==> src/rtl/cpu_pkg.sv <==
`default_nettype none
// ============================================================================
//  Module      : cpu_pkg
//  Description : Opcode and FSM state encodings shared by the multicycle CPU.
//  Revision    : 1.0  initial release
// ============================================================================
package cpu_pkg;

    typedef enum logic [2:0] {
        OP_ADD  = 3'b000,
        OP_SUB  = 3'b001,
        OP_AND  = 3'b010,
        OP_OR   = 3'b011,
        OP_LDI  = 3'b100,
        OP_BNZ  = 3'b101,
        OP_NOP  = 3'b110,
        OP_HALT = 3'b111
    } op_e;

    typedef enum logic [2:0] {
        ST_IDLE      = 3'd0,
        ST_FETCH     = 3'd1,
        ST_DECODE    = 3'd2,
        ST_EXECUTE   = 3'd3,
        ST_WRITEBACK = 3'd4,
        ST_HALT      = 3'd5
    } state_e;

    function automatic logic writes_reg(input op_e op);
        return (op == OP_ADD) || (op == OP_SUB) || (op == OP_AND) ||
               (op == OP_OR)  || (op == OP_LDI);
    endfunction

endpackage
`default_nettype wire

==> src/rtl/reg_file.sv <==
`default_nettype none
// ============================================================================
//  Module      : reg_file
//  Description : Register file, three asynchronous reads, one synchronous write.
//  Revision    : 1.0  initial release
// ============================================================================
module reg_file #(
    parameter int DATA_W = 8,
    parameter int RA_W   = 2
) (
    input  logic              clk,
    input  logic              rst_n,
    input  logic [RA_W-1:0]   rd_addr1,
    input  logic [RA_W-1:0]   rd_addr2,
    input  logic [RA_W-1:0]   rd_addr3,
    output logic [DATA_W-1:0] rd_data1,
    output logic [DATA_W-1:0] rd_data2,
    output logic [DATA_W-1:0] rd_data3,
    input  logic              wr_en,
    input  logic [RA_W-1:0]   wr_addr,
    input  logic [DATA_W-1:0] wr_data
);

    localparam int NREG = 2**RA_W;

    logic [DATA_W-1:0] regs_q [NREG];
    logic [DATA_W-1:0] regs_d [NREG];

    assign rd_data1 = regs_q[rd_addr1];
    assign rd_data2 = regs_q[rd_addr2];
    assign rd_data3 = regs_q[rd_addr3];

    always_comb begin
        regs_d = regs_q;
        if (wr_en) begin
            regs_d[wr_addr] = wr_data;
        end
    end

    always_ff @(posedge clk or negedge rst_n) begin
        if (!rst_n) begin
            for (int i = 0; i < NREG; i++) begin
                regs_q[i] <= '0;
            end
        end else begin
            regs_q <= regs_d;
        end
    end

endmodule
`default_nettype wire

==> src/rtl/multicycle_cpu.sv <==
`default_nettype none
// ============================================================================
//  Module      : multicycle_cpu
//  Description : Four-cycle-per-instruction CPU: FSM, IR, PC and ALU.
//  Revision    : 1.0  initial release
// ============================================================================
module multicycle_cpu
    import cpu_pkg::*;
#(
    parameter int DATA_W = 8,
    parameter int RA_W   = 2,
    parameter int PC_W   = 4,
    localparam int INST_W = 3 + 3*RA_W
) (
    input  logic              clk,
    input  logic              reset,
    input  logic              run,
    output logic [PC_W-1:0]   imem_addr,
    input  logic [INST_W-1:0] imem_data,
    output logic [INST_W-1:0] inst_out,
    output logic [DATA_W-1:0] mem_data,
    output logic              wb_valid,
    output logic              zero,
    output logic              halted
);

    state_e              state_q, state_d;
    logic [PC_W-1:0]     pc_q, pc_d;
    logic [INST_W-1:0]   ir_q, ir_d;
    logic [DATA_W-1:0]   opa_q, opa_d, opb_q, opb_d, opd_q, opd_d;
    logic [DATA_W-1:0]   result_q, result_d;
    logic [DATA_W-1:0]   mem_data_q, mem_data_d;
    logic                wb_valid_q, wb_valid_d;
    logic                zero_q, zero_d;

    op_e                 w_op;
    logic [RA_W-1:0]     w_dest, w_src1, w_src2;
    logic [2*RA_W-1:0]   w_imm;
    logic [DATA_W-1:0]   w_rd_src1, w_rd_src2, w_rd_dest;
    logic                w_rf_we;

    assign w_op   = op_e'(ir_q[INST_W-1 -: 3]);
    assign w_dest = ir_q[3*RA_W-1 -: RA_W];
    assign w_src1 = ir_q[2*RA_W-1 -: RA_W];
    assign w_src2 = ir_q[RA_W-1:0];
    assign w_imm  = {w_src1, w_src2};

    reg_file #(
        .DATA_W (DATA_W),
        .RA_W   (RA_W)
    ) u_rf (
        .clk      (clk),
        .rst_n    (reset),
        .rd_addr1 (w_src1),
        .rd_addr2 (w_src2),
        .rd_addr3 (w_dest),
        .rd_data1 (w_rd_src1),
        .rd_data2 (w_rd_src2),
        .rd_data3 (w_rd_dest),
        .wr_en    (w_rf_we),
        .wr_addr  (w_dest),
        .wr_data  (result_q)
    );

    always_comb begin
        state_d    = state_q;
        pc_d       = pc_q;
        ir_d       = ir_q;
        opa_d      = opa_q;
        opb_d      = opb_q;
        opd_d      = opd_q;
        result_d   = result_q;
        mem_data_d = mem_data_q;
        wb_valid_d = 1'b0;
        zero_d     = zero_q;
        w_rf_we    = 1'b0;

        case (state_q)
            ST_IDLE: begin
                if (run) state_d = ST_FETCH;
            end
            ST_FETCH: begin
                ir_d    = imem_data;
                state_d = ST_DECODE;
            end
            ST_DECODE: begin
                // dest is latched too: BNZ tests it, not the ALU result
                opa_d   = w_rd_src1;
                opb_d   = w_rd_src2;
                opd_d   = w_rd_dest;
                state_d = (w_op == OP_HALT) ? ST_HALT : ST_EXECUTE;
            end
            ST_EXECUTE: begin
                case (w_op)
                    OP_ADD:  result_d = opa_q + opb_q;
                    OP_SUB:  result_d = opa_q - opb_q;
                    OP_AND:  result_d = opa_q & opb_q;
                    OP_OR:   result_d = opa_q | opb_q;
                    OP_LDI:  result_d = DATA_W'(w_imm);
                    default: result_d = result_q;
                endcase
                state_d = ST_WRITEBACK;
            end
            ST_WRITEBACK: begin
                pc_d = pc_q + PC_W'(1);
                if (writes_reg(w_op)) begin
                    w_rf_we    = 1'b1;
                    mem_data_d = result_q;
                    wb_valid_d = 1'b1;
                    zero_d     = (result_q == '0);
                end else if ((w_op == OP_BNZ) && (opd_q != '0)) begin
                    pc_d = PC_W'(w_imm);
                end
                state_d = run ? ST_FETCH : ST_IDLE;
            end
            ST_HALT: begin
                state_d = ST_HALT;
            end
            default: begin
                state_d = ST_IDLE;
            end
        endcase
    end

    always_ff @(posedge clk or negedge reset) begin
        if (!reset) begin
            state_q    <= ST_IDLE;
            pc_q       <= '0;
            ir_q       <= '0;
            opa_q      <= '0;
            opb_q      <= '0;
            opd_q      <= '0;
            result_q   <= '0;
            mem_data_q <= '0;
            wb_valid_q <= 1'b0;
            zero_q     <= 1'b0;
        end else begin
            state_q    <= state_d;
            pc_q       <= pc_d;
            ir_q       <= ir_d;
            opa_q      <= opa_d;
            opb_q      <= opb_d;
            opd_q      <= opd_d;
            result_q   <= result_d;
            mem_data_q <= mem_data_d;
            wb_valid_q <= wb_valid_d;
            zero_q     <= zero_d;
        end
    end

    assign imem_addr = pc_q;
    assign inst_out  = ir_q;
    assign mem_data  = mem_data_q;
    assign wb_valid  = wb_valid_q;
    assign zero      = zero_q;
    assign halted    = (state_q == ST_HALT);

endmodule
`default_nettype wire

==> config.mk <==
export PLATFORM = sky130hd
export DESIGN_NAME = multicycle_cpu
export DESIGN_NICKNAME = d
export VERILOG_FILES = /design/src/rtl/cpu_pkg.sv /design/src/rtl/reg_file.sv /design/src/rtl/multicycle_cpu.sv
export SDC_FILE = /design/constraint.sdc
export NUM_CORES = 1
export LEC_CHECK = 0
export ABC_AREA = 1
export BUFFER_PORTS_ARGS = -buffer_cell sky130_fd_sc_hd__buf_2
export CORE_ASPECT_RATIO = 1.75
export CORE_UTILIZATION = 45
export CTS_CLUSTER_SIZE = 40
export DETAILED_ROUTE_END_ITERATION = 7
export PLACE_DENSITY = 0.63
export SYNTH_ARGS = -nofsm -noshare
export SYNTH_HDL_FRONTEND = slang
export SYNTH_HIERARCHICAL = 1
export SYNTH_SLANG_ARGS = --single-unit
==> constraint.sdc <==
create_clock -name clk -period 2.7 [get_ports clk]
set_clock_uncertainty 0.15 [all_clocks]
set_input_delay 0.405 -clock clk [delete_from_list [all_inputs] [get_ports clk]]
set_output_delay 0.405 -clock clk [all_outputs]
set_load 0.005 [all_outputs]
==> results.cfg <==
[global_routing]
antenna_found_initial = 0
grt_pass1_vias = 4863
grt_pass1_wl_um = 25100
grt_use_total_pct = 26.0
gr-total-overflow = 0
grt_max_degree = 49

[cts]
clk_latency_ps = 350
cts_tree = done
cts.htree.levels = 3
cts-buffers-inserted = 9
cts-root-buf = clkbuf_16
post_cts_buffers = 0
clock_sinks = 90
cts_buffer_depth = 2
clk_pin_slew_ps = 80

[detailed_routing]
routed_wirelength_um = 15900
num_vias = 4918
ant_nets = 0
routedWlPerCell_um = 17.5
drc = 0
firstDrtPassIters = 5
drt_iter0_markers = 266
vias_per_cell = 5.40

[synth]
syn_area_mm2 = 0.00549
ys_seq_area_share_pct = 41.1
synth_seq_cells = 90
avgSynthCellArea_um2 = 7.47
synthTopCellsByArea = dfrtp_1 41%, nand2_1 19%, nand3_1 6.8%
synth_edf_count = 0
synthTopCellsByCount = 282 x nand2_1, 90 x dfrtp_1, 83 x inv_1
syn_nets = 758
yosys.area.top_type = dfrtp_1
synth.top_cell.area_share_pct = 41.1
netlist-cell-type-count = 42
synth_async_sr_flop_share_pct = 100
syn_inst = 734
ys_warn_count = 6
yosysMostFrequentCell = nand2_1
synth_ff_type = dfrtp_1

[finish]
syn_to_final_growth_pct = 10.3
final_util_pct = 50.7
antenna_cells = 0
fin_nets = 792
n_fill_cell = 1189
final_layout_size_suffix_gt1_share_pct = 15.8

[floorplan]
design.core.area_mm2 = 0.0119
die_w_um = 85.5
initial_core_util_pct = 46.0
die_y_um = 148
rows = 53
die-area_mm2 = 0.0127
io_pins = 36

[setup_path]
cp.required_ps = 2830
crit_chain = inv_1, ha_1, inv_1, nor3_1, inv_1, o31ai_2, xor2_1, inv_1, ha_1, nand2_1, inv_1, nand2_1, nand2_1, a21oi_2, inv_1, nand2_1, nand3_1, a21oi_1
r2r_end = result_q[7]
crit_top_cell = inv_1
worstReg2RegStart = opb_q[0]
start_kind = flop
path_class = reg2reg
r2r_setup_slack_ps = 150
r2r_cells = 18
slowest_stage = dfrtp_1
critPathMaxStageDelay_ps = 420
end_kind = flop
path_max_fanout = 4
crit_arrival_ps = 2680

[outcome]
outcome = complete, no violations

[pwr]
p_per_area_mw_per_mm2 = 1380
total_power_uw = 8340
power_leakage_uw = 0.00336
ir_worst_vdd_mv = 0.562

[job]
maxCapViolCount = 0

[hold_path]
hp-start = imem_data[5]
hold_end = inst_out[5]
hp-class = in2reg
hold_depth = 2

[timing]
period_share_pct = 94.4
slew_headroom_pct = 60.8
rsz0062_at_grt = true
drv_slew = 0
max_slew.worst_pin.slew_ps = 583
period_needed_ps = 2550
max_freq_ghz = 0.392
finalSetupViolations = 0
final_hold_viol_count = 0

[place]
portBuffers = 35
dp_hpwl_um = 12100
gp_congestion = 0.943
==> final cells by class <==
type	instances	area [µm²]	area share [%]
repair buffers	49	298	4.92
multi-input cells	518	2640	43.6
clock buffers	9	225	3.72
inverters	100	388	6.41
clock inverters	7	78.8	1.30
well taps	137	171	2.83
flip-flops and latches	90	2250	37.2
==> per-stage QoR <==
stage	instance area, µm²	hold slack (ps)	TNS, ps	std cells	setup WS (ps)
2_1_floorplan	5490	-40.6	0	734	285
3_3_place_gp	5730	278	0	893	105
3_5_place_dp	5730	289	0	893	92.7
4_1_cts	6040	126	0	910	71.7
5_1_grt	6050	128	-75.0	910	-75.0
6_report	6050	128	0	910	152
==> cells in the final DEF, fill, tap and decap left out, types with 2 or more instances in the layout <==
cell type,Yosys,final
clkbuf_16,0,9
dfrtp_1,90,90
nand3_4,3,3
inv_4,3,3
nand3_2,3,3
a31oi_1,2,2
nand2_2,5,5
xor2_1,8,8
nor2_8,3,3
nand3_1,75,75
xnor2_1,2,2
nor2_1,20,20
o21ai_2,16,16
inv_1,83,82
o21ai_0,20,18
buf_4,9,13
o2111ai_1,2,2
buf_2,7,34
nand2_1,282,282
nor3_1,5,5
clkinv_8,0,2
o21ai_1,7,9
nand3b_1,2,2
nand4_1,18,18
ha_1,11,11
inv_6,0,2
nor4_1,2,2
inv_2,13,14
clkinv_4,1,3
a21oi_1,14,13
mux2_2,4,4
==> flip-flops by register name, indices dropped and copies added, names as in the netlist <==
signal / flops
u_rf/regs_q: 32
state_q: 3
zero: 1
opa_q: 8
inst_out: 9
imem_addr: 4
mem_data: 8
result_q: 8
opb_q: 8
opd_q: 8
wb_valid: 1
==> metal layers <==
layer  vias up  share of wire [%]  wire length (µm)  global-route usage (%)
met1      2317                 39              6270                    29.8
met2       153                 53              8440                    47.0
met4         0                4.2               664                    12.4
met3        44                3.2               513                    3.55
li1       2404                  -                 -                       -
met5         -                  0                 0                       0
==> what timing repair did <==
action                                 CTS  global route
hold buffers                             1             0
setup endpoints to repair                0             3
resized for setup                        0             5
endpoints found under the hold margin   42             0
==> how the worst max path moves through the flow <==
stage / startpoint / endpoint / slack, ps / cells after the start
5_1_grt: opb_q[0] / result_q[7] / -80 / 18
3_3_place_gp: opb_q[1] / result_q[7] / 100 / 18
3_5_place_dp: opb_q[1] / result_q[7] / 90 / 18
2_1_floorplan: opb_q[0] / result_q[7] / 280 / 18
6_report: opb_q[0] / result_q[7] / 150 / 18
4_1_cts: opb_q[1] / result_q[7] / 70 / 18
==> worst max-delay path, delay by kind of cell, from the launching register on <==
family / cells / cell delay [ps]
AND/OR/NAND/NOR: 6 / 470
AO/OA/AOI/OAI: 3 / 460
adder cells (fa/ha/maj): 2 / 450
flip-flops: 1 / 420
buffers and inverters: 6 / 360
XOR/XNOR: 1 / 160
==> report_power, final <==
part	switching [µW]	internal, µW
sequential	578	1900
combinational	3040	1560
clock	611	657
total	4220	4120
==> cells by family after synthesis <==
logic type      after synthesis  synth area share (%)
mux                           4                 0.821
flops                        90                  41.1
fa+ha+maj                    13                  3.06
xor+xnor                     10                  1.60
buf+inv                     126                  11.0
simple gates                422                  34.5
compound gates               69                  7.98
(Power assumes the default switching activity.)
